<file path="config.mk">
export PLATFORM = sky130hd
export DESIGN_NAME = dubl_deser
export DESIGN_NICKNAME = d
export VERILOG_FILES = /design/src/rtl/dubl_pkg.sv /design/src/rtl/dubl_shreg.sv /design/src/rtl/dubl_deser.sv
export SDC_FILE = /design/constraint.sdc
export NUM_CORES = 1
export LEC_CHECK = 0
export BUFFER_PORTS_ARGS = -buffer_cell sky130_fd_sc_hd__buf_2
export CAP_MARGIN = 20
export CORE_UTILIZATION = 40
export DETAILED_ROUTE_END_ITERATION = 7
export HOLD_SLACK_MARGIN = 0.15
export PLACE_DENSITY_LB_ADDON = 0.25
export REMOVE_ABC_BUFFERS = 1
export SKIP_CTS_REPAIR_TIMING = 1
export SYNTH_ARGS = -nofsm -noshare
export SYNTH_HDL_FRONTEND = slang
export SYNTH_SLANG_ARGS = --single-unit
</file>
<file path="constraint.sdc">
create_clock -name dubl_clk -period 2.35 [get_ports dubl_clk]
set_input_delay 0.235 -clock dubl_clk [delete_from_list [all_inputs] [get_ports dubl_clk]]
set_output_delay 0.235 -clock dubl_clk [all_outputs]
set_load 0.01 [all_outputs]
</file>
<file path="src/rtl/dubl_pkg.sv">
// dubl_pkg: shared types for the dubl_deser serial framer.
//   dubl_state_t : framer FSM state, 2-bit encoding
//     IDLE  - block disabled, nothing shifted
//     HUNT  - sliding-window search for the sync word
//     DATA  - assembling data words
//     CHECK - collecting the aligned sync word that closes a frame
package dubl_pkg;

    typedef enum logic [1:0] {
        IDLE  = 2'd0,
        HUNT  = 2'd1,
        DATA  = 2'd2,
        CHECK = 2'd3
    } dubl_state_t;

endpackage

</file>
<file path="src/rtl/dubl_shreg.sv">
// dubl_shreg: WIDTH-bit serial-in shift register with a combinational
// sync-word comparator on the value the register would hold after shifting.
// Ports:
//   dubl_clk  in   clock, posedge
//   rst_n     in   asynchronous active-low reset
//   clear     in   synchronous clear (takes priority over shift)
//   shift     in   shift din in at the LSB
//   din       in   serial bit
//   word      out  assembled data word: next-shift value, or the held
//                  register when the current bit is a trailing parity bit
//   match     out  next-shift value equals SYNC_PAT
module dubl_shreg #(
    parameter int               WIDTH    = 8,
    parameter logic [WIDTH-1:0] SYNC_PAT = 8'hA5,
    parameter bit               PARITY   = 1'b0
) (
    input  logic             dubl_clk,
    input  logic             rst_n,
    input  logic             clear,
    input  logic             shift,
    input  logic             din,
    output logic [WIDTH-1:0] word,
    output logic             match
);

    logic [WIDTH-1:0] q;
    logic [WIDTH-1:0] nxt;

    assign nxt   = {q[WIDTH-2:0], din};
    assign match = (nxt == SYNC_PAT);
    // With a parity bit on the line, the data bits are already in q when the
    // parity bit arrives; otherwise the word completes with the current bit.
    assign word  = PARITY ? q : nxt;

    always_ff @(posedge dubl_clk or negedge rst_n) begin
        if (!rst_n) begin
            q <= '0;
        end else if (clear) begin
            q <= '0;
        end else if (shift) begin
            q <= nxt;
        end
    end

endmodule

</file>
<file path="src/rtl/dubl_deser.sv">
// dubl_deser: serial-to-parallel framer on the double-edge pulse clock.
// Hunts for SYNC_PAT (sliding window), then emits WIDTH-bit words and checks
// one aligned sync word after every FRAME_WORDS data words. MISS_MAX
// consecutive bad sync words drop lock back to HUNT.
// Optional feature macro: DUBL_PARITY_EN (one even-parity bit after each data
// word, reported on par_err; the port exists only when the macro is defined).
// Ports:
//   dubl_clk   in   clock, all flops on posedge
//   rst_n      in   asynchronous active-low reset
//   en         in   enable; low forces IDLE synchronously
//   sdat_in    in   serial data, MSB first
//   word_out   out  last emitted data word, held between updates
//   word_vld   out  1-cycle pulse when word_out updates
//   locked     out  high while in DATA/CHECK
//   sync_err   out  1-cycle pulse on sync word mismatch
//   word_cnt   out  emitted word count, saturating
//   par_err    out  parity failure, pulses with word_vld (DUBL_PARITY_EN)
//   fsm_state  out  current FSM state (debug)
module dubl_deser
    import dubl_pkg::*;
#(
    parameter int               WIDTH       = 8,
    parameter logic [WIDTH-1:0] SYNC_PAT    = 8'hA5,
    parameter int               FRAME_WORDS = 4,
    parameter int               MISS_MAX    = 2,
    parameter int               CNT_W       = 16
) (
    input  logic             dubl_clk,
    input  logic             rst_n,
    input  logic             en,
    input  logic             sdat_in,
    output logic [WIDTH-1:0] word_out,
    output logic             word_vld,
    output logic             locked,
    output logic             sync_err,
    output logic [CNT_W-1:0] word_cnt,
`ifdef DUBL_PARITY_EN
    output logic             par_err,
`endif
    output logic [1:0]       fsm_state
);

`ifdef DUBL_PARITY_EN
    localparam int FB     = WIDTH + 1;
    localparam bit PARITY = 1'b1;
`else
    localparam int FB     = WIDTH;
    localparam bit PARITY = 1'b0;
`endif
    localparam int BC_W = $clog2(FB + 1);
    localparam int WI_W = (FRAME_WORDS > 1) ? $clog2(FRAME_WORDS) : 1;
    localparam int MC_W = $clog2(MISS_MAX + 1);

    dubl_state_t      state, state_nxt;
    logic [BC_W-1:0]  bit_cnt;
    logic [WI_W-1:0]  word_idx;
    logic [MC_W-1:0]  miss_cnt;

    logic             shift, clear, word_done, chk_done, match;
    logic [WIDTH-1:0] sh_word;

    dubl_shreg #(
        .WIDTH    (WIDTH),
        .SYNC_PAT (SYNC_PAT),
        .PARITY   (PARITY)
    ) u_shreg (
        .dubl_clk (dubl_clk),
        .rst_n    (rst_n),
        .clear    (clear),
        .shift    (shift),
        .din      (sdat_in),
        .word     (sh_word),
        .match    (match)
    );

    assign fsm_state = state;

    always_ff @(posedge dubl_clk or negedge rst_n) begin
        if (!rst_n) state <= IDLE;
        else        state <= state_nxt;
    end

    always_comb begin
        state_nxt = state;
        shift     = 1'b0;
        clear     = 1'b0;
        word_done = 1'b0;
        chk_done  = 1'b0;
        if (!en) begin
            state_nxt = IDLE;
            clear     = 1'b1;
        end else begin
            unique case (state)
                IDLE: state_nxt = HUNT;
                HUNT: begin
                    shift = 1'b1;
                    if (match) state_nxt = DATA;
                end
                DATA: begin
                    shift = 1'b1;
                    if (bit_cnt == BC_W'(FB - 1)) begin
                        word_done = 1'b1;
                        if (word_idx == WI_W'(FRAME_WORDS - 1)) state_nxt = CHECK;
                    end
                end
                CHECK: begin
                    shift = 1'b1;
                    if (bit_cnt == BC_W'(WIDTH - 1)) begin
                        chk_done = 1'b1;
                        // The miss that reaches MISS_MAX gives up the flywheel.
                        if (!match && miss_cnt == MC_W'(MISS_MAX - 1)) state_nxt = HUNT;
                        else                                          state_nxt = DATA;
                    end
                end
                default: state_nxt = IDLE;
            endcase
        end
    end

    always_ff @(posedge dubl_clk or negedge rst_n) begin
        if (!rst_n) begin
            bit_cnt  <= '0;
            word_idx <= '0;
            miss_cnt <= '0;
            word_out <= '0;
            word_vld <= 1'b0;
            sync_err <= 1'b0;
            locked   <= 1'b0;
            word_cnt <= '0;
`ifdef DUBL_PARITY_EN
            par_err  <= 1'b0;
`endif
        end else begin
            word_vld <= 1'b0;
            sync_err <= 1'b0;
`ifdef DUBL_PARITY_EN
            par_err  <= 1'b0;
`endif
            locked   <= (state_nxt == DATA) || (state_nxt == CHECK);
            if (!en) begin
                bit_cnt  <= '0;
                word_idx <= '0;
                miss_cnt <= '0;
            end else begin
                unique case (state)
                    HUNT: begin
                        if (match) begin
                            bit_cnt  <= '0;
                            word_idx <= '0;
                            miss_cnt <= '0;
                        end
                    end
                    DATA: begin
                        if (word_done) begin
                            bit_cnt  <= '0;
                            word_out <= sh_word;
                            word_vld <= 1'b1;
`ifdef DUBL_PARITY_EN
                            // Even parity: data plus parity bit must hold an even count of ones.
                            par_err  <= ^{sh_word, sdat_in};
`endif
                            if (word_cnt != {CNT_W{1'b1}}) word_cnt <= word_cnt + 1'b1;
                            if (word_idx == WI_W'(FRAME_WORDS - 1)) word_idx <= '0;
                            else                                    word_idx <= word_idx + 1'b1;
                        end else begin
                            bit_cnt <= bit_cnt + 1'b1;
                        end
                    end
                    CHECK: begin
                        if (chk_done) begin
                            bit_cnt <= '0;
                            if (match) begin
                                miss_cnt <= '0;
                            end else begin
                                sync_err <= 1'b1;
                                miss_cnt <= miss_cnt + 1'b1;
                            end
                        end else begin
                            bit_cnt <= bit_cnt + 1'b1;
                        end
                    end
                    default: ;
                endcase
            end
        end
    end

endmodule
</file>
* Word-level counts from Yosys, hierarchy flattened
Index checks and enable logic that the tools add are counted.
** Storage, ports and cells
- Register bits :: 44
- Bits in latches :: 0
- RAM bits :: 0
- Memory bits (read-only) :: 0
- Word-level logic and storage cells :: 78
- Memories kept :: 0
** Operators by class
- Add/sub/neg operators :: 4
- Multipliers :: 0
- Divide/modulo/power cells :: 0
- $lt $le $gt $ge :: 0
- Equality and inequality tests :: 17
- Shift-type cells :: 0
- Multiplexer cells :: 37
- Bitwise logic cells :: 0
- Reduce and logical (&&, ||, !) cells :: 10
** Operators with widths (count)
- $mux W2 :: 13
- $add A16 B1 Y16 const B :: 1
- $mux W4 :: 4
- $ne A16 B16 Y1 const B :: 1
- $mux W1 :: 14
- $mux W7 :: 2
- $pmux W4 S3 :: 1
- $eq A2 B2 Y1 const B :: 5
- $ne A3 B3 Y1 const B :: 3
- $reduce_and A3 Y1 :: 3
- $eq A8 B8 Y1 const B :: 1
- $pmux W2 S2 :: 2
- $pmux W2 S4 :: 1
- $ne A3 B1 Y1 const B :: 2
- $add A2 B1 Y2 const B :: 2
- $add A4 B1 Y4 const B :: 1
- $eq A2 B1 Y1 const B :: 2
- $eq A4 B3 Y1 const B :: 1
- $ne A4 B1 Y1 const B :: 1
- $reduce_and A4 Y1 :: 1
- $reduce_or A3 Y1 :: 1
- $logic_not A2 Y1 :: 1
- $ne A2 B1 Y1 const B :: 1
- $reduce_and A2 Y1 :: 1
- 3 further kinds :: 3

* Longest topological paths before layout
- Word-level depth :: 9
- Gate-level depth with buffers :: 8

* Cells and area by module
A second synthesis with hierarchy kept.
** Second synthesis, totals
- Cells, all modules :: 212
- Area total of the unflattened synthesis :: 2247.2 µm²
** By module, submodules not included
- dubl_deser :: instances 1, cells an instance 186, area each 1933.1 µm²
- dubl_shreg :: instances 1, cells an instance 26, area each 314.1 µm²

* Worst setup path after synthesis
No wires, ideal clock.
- Path type :: reg-to-reg
- From :: register state[0] (netlist: fsm_state[0])
- To :: register word_cnt[12]
- Setup time :: 127 ps
- Arrival time :: 1747 ps
- Data required time :: 2223 ps
- Setup slack :: 477 ps
- Cell stages (with the launch flop) :: 8
- Period minus slack after synthesis :: 1873 ps
- Path through :: dfrtp_1 inv_1 ha_1 buf_2 nand4b_1 nor4_2 nand4_1 xnor2_1
** On the way
- Word-level cells in the longest chain between the ends :: 4
** RTL lines
- start: declaration :: RTL line dubl_deser.sv:54 : dubl_state_t state, state_nxt;
- start signal: assignment :: RTL line dubl_deser.sv:80 : else state <= state_nxt;
- $eq A2 B2 Y1 (*) :: RTL line dubl_deser.sv:93, dubl_deser.sv:145
- $mux W1 :: RTL line dubl_deser.sv:93 : unique case (state)
- $mux W1 :: RTL line dubl_deser.sv:89 : if (!en) begin
- $reduce_and A4 Y1 (no source line) (*)
- end signal: assignment :: RTL line dubl_deser.sv:162 : if (word_cnt != {CNT_W{1'b1}}) word_cnt <= word_cnt + 1'b1;
- end: declaration :: RTL line dubl_deser.sv:36 : output logic [CNT_W-1:0] word_cnt,
Every way passes the cells marked *; elsewhere a longest branch is shown, timed or not.
A chain may end at the register's enable or synchronous reset.

* Worst setup path in the final report
- From :: register state[0] (netlist: fsm_state[0])
- To :: register word_cnt[13]
Same word-level chain as after synthesis.

==> impl_metrics.toml <==
[power_and_ir_drop]
p_leak_nw = 1.307
share_clk_of_total_power_pct = 40.7
pwr-share-comb_pct = 5.0
seqPwrFrac_pct = 54.3
worst_ir_drop_vdd_mv = 0.4869
power.switching_fraction_pct = 22.06
net-switching-power_uw = 311.3
internal_power_mw = 1.100
powerDensity_nw_per_um2 = 538.3

[logic_synthesis]
syn_avg_cell_area_sq_um = 11.59
synth_ff_type = "sky130_fd_sc_hd__dfrtp_1"
synth_cells = 194
post_synth_instance_area_sq_um = 2248
synth_seq_area_share_pct = 48.97
synth-async-reset-ratio_pct = 100.0
synth-seq-cells = 44
synth_unique_cells = 52
post_synth_edffs = 0
ys_warn_count = 0

[sta]
setup_tns_ps = 0
timing.final.setup_violations = 0
timing.final.hold_violations = 0
max_slew.worst_pin.slew_ps = 591.7
maxClockFrequency_mhz = 518.4
grt_setup_unrepaired = "false"
period_minus_slack_ps = 1929
layout_worst_path_cycle_share_pct = 82.09
finalMaxSlewViolations = 0
skew_ps = 9.336
worst_slew_margin_rel_pct = 60.55

[setup_path]
cp.buffers_inverters = 2
worst_ep_arrival_ps = 2120
criticalPathCategory = "reg2reg"
timing.critical_path.to_type = "register"
worst_reg_to_reg_path_cell_count = 7
path_max_fanout = 10
critPathMaxStageDelay_ps = 430
reg2reg_to = "word_cnt[13]"
worst_setup_sp_type = "register"
worst_path_dominant_cell_family = "simple AND/OR/NAND/NOR gates"
critical_path.slowest_cell = "sky130_fd_sc_hd__dfrtp_1"
worst-endpoint-required_ps = 2540
worstPathCellList = "inv_1 -> ha_1 -> nand4b_1 -> nor4_2 -> buf_4 -> nand4_1 -> xnor2_1"
ff2ff_setup_slack_ps = 420
beginning_of_the_worst_register_to_register_path = "fsm_state[0]"

[cells_and_area]
area_growth_from_synthesis_to_layout_pct = 16.58
antennaDiodeCount = 0
final-instance-count-excl-fill = 304
post_route_cells_drive_above_1_share_pct = 27.35
layout.nets = 245

[clock_tree]
path_clk_slew_ps = 90
tritoncts = "done"
count_of_h_tree_levels_built_during_cts = 2
cts-root-buf = "sky130_fd_sc_hd__clkbuf_8"
clkLatencyLatePin_ps = 290
cts_made_buffers = 5
cts_buffer_depth = 2
clkSinkCount = 44

[floorplanning]
dieArea_sq_um = 5925
ioPinCount = 33
floorplan.die.width_um = 76.98
floorplan.rows = 26
initial_util_pct = 42.66
die_h_um = 76.98
core_region_area_sq_um = 5270

[hold_path]
worst_hold_path.endpoint = "word_out[0]"
holdCritPathClass = "in2reg"
holdCritStartpoint = "sdat_in"
worstHoldPathCells = 2

[grt]
number_of_global_route_vias_before_repair = 1658
initial_antenna_violation_count = 0
use_met2_pct = 27.32
grt_start_max_net_pins = 25
use_met3_pct = 3.690
grt.busiest_layer = "met2"
grt.total_usage_pct = 16.36
globalRouteOverflowTotal = 0
grt_pass1_wl_mm = 7.790
use_met1_pct = 21.11

[placed_design]
dp_hpwl_mm = 3.264
place_inst = 295
port-buffer-count = 32
globalplace.congestion = 0.7866

[job]
timing.max_cap.violations = 0

[route]
drt.antenna.violating_nets = 0
drt_wl_total_mm = 4.430
post_drt_wl_per_cell_um = 14.57
detail_route.iter0.violations = 80
vias_per_cell = 5.438
routed-via-count = 1653
dr.pass1.iters = 4
route.detailed.drc = 0

[outcome]
status = "finished, final reports clean"
==> worst max path at each step <==
stage | from | endpoint | slack [ps] | depth (start not counted)
after floorplan | fsm_state[0] | word_cnt[1] | 390 | 5
after detailed placement | fsm_state[0] | word_cnt[13] | 400 | 7
after global placement | fsm_state[0] | word_cnt[14] | 400 | 7
after CTS | fsm_state[0] | word_cnt[13] | 390 | 7
final | fsm_state[0] | word_cnt[13] | 420 | 7
after global routing | fsm_state[0] | word_cnt[14] | 210 | 7
==> sequential cells by signal (all words and copies together) (netlist names) <==
signal,count
locked,1
word_idx,2
bit_cnt,4
u_shreg.q,7
miss_cnt,2
word_out,8
fsm_state,2
sync_err,1
word_vld,1
word_cnt,16
==> cell type report <==
| cell class | count | area (sq um) |
|---|---|---|
| Fill cell | 488 | 2649 |
| Multi-Input combinational cell | 134 | 1072 |
| Clock inverter | 2 | 35.03 |
| Inverter | 8 | 30.03 |
| Sequential cell | 44 | 1101 |
| Timing Repair Buffer | 40 | 222.7 |
| Clock buffer | 6 | 72.57 |
| Tap cell | 70 | 87.58 |
==> per-layer routing <==
layer	part of all wire, %	wire, um	vias to the layer above
li1	-	-	786
met1	48	2110	819
met2	47	2087	39
met3	3.9	173	9
met4	1.3	59	0
met5	0	0	-
==> cells by family after synthesis <==
family / count (synthesis) / share of synthesized area, %
adder cells (fa/ha/maj): 8 / 4.452
AND/OR/NAND/NOR: 58 / 17.53
multiplexers: 19 / 9.071
flip-flops: 44 / 48.97
XOR/XNOR: 14 / 5.454
AO/OA/AOI/OAI: 35 / 11.19
buffers and inverters: 16 / 3.339
==> metrics by stage <==
step | total power [mW] | setup slack, ps | utilization, % | area (sq um) | hold slack [ps]
after CTS | 1.432 | 389.3 | 49.55 | 2611 | -79.92
after global placement | 0.8507 | 396.3 | 47.51 | 2504 | 235.5
final | 1.411 | 420.8 | 49.74 | 2621 | 253.8
after global routing | 1.479 | 211.5 | 49.74 | 2621 | 244.1
after floorplan | 0.8142 | 392.0 | - | 2203 | -60.59
after detailed placement | 0.8515 | 403.7 | 47.51 | 2504 | 237.3
==> worst reg2reg max path: stages, from the launching register on <==
cell                       delay, ps
sky130_fd_sc_hd__dfrtp_1         430
sky130_fd_sc_hd__inv_1           130
sky130_fd_sc_hd__ha_1            380
sky130_fd_sc_hd__nand4b_1        190
sky130_fd_sc_hd__nor4_2          260
sky130_fd_sc_hd__buf_4           180
sky130_fd_sc_hd__nand4_1         110
sky130_fd_sc_hd__xnor2_1         150
==> Yosys cell counts, drive strengths merged (3+ instances only) <==
master,count,area [sq um]
dfrtp,44,1101
nor2,15,56.30
mux2,11,123.9
a21oi,8,43.79
ha,8,100.1
mux2i,8,80.08
xor2,8,70.07
inv,7,26.28
nand4,7,43.79
a211oi,6,45.04
buf,6,37.53
nand2,6,22.52
nand3,6,30.03
xnor2,6,52.55
o21ai,5,25.02
a31oi,3,18.77
o211ai,3,22.52
==> power by group through the flow <==
| stage | combinational (mW) | clock [mW] | sequential [mW] |
|---|---|---|---|
| floorplan | 0.0331 | 0 | 0.781 |
| global placement | 0.0700 | 0 | 0.781 |
| detailed placement | 0.0704 | 0 | 0.781 |
| CTS | 0.0706 | 0.595 | 0.766 |
| global route | 0.0791 | 0.633 | 0.767 |
| finish | 0.0705 | 0.575 | 0.766 |
==> cell usage in the layout (no fill, tap or decap), types with 7 or more instances in the layout <==
cell,n
sky130_fd_sc_hd__inv_1,7
sky130_fd_sc_hd__xor2_1,8
sky130_fd_sc_hd__a21oi_1,7
sky130_fd_sc_hd__dfrtp_1,44
sky130_fd_sc_hd__buf_4,7
sky130_fd_sc_hd__mux2i_1,8
sky130_fd_sc_hd__nand4_1,7
sky130_fd_sc_hd__buf_2,32
sky130_fd_sc_hd__nor2_1,15
sky130_fd_sc_hd__ha_1,8
sky130_fd_sc_hd__mux2_2,10
Power figures use the tool's default switching activity.
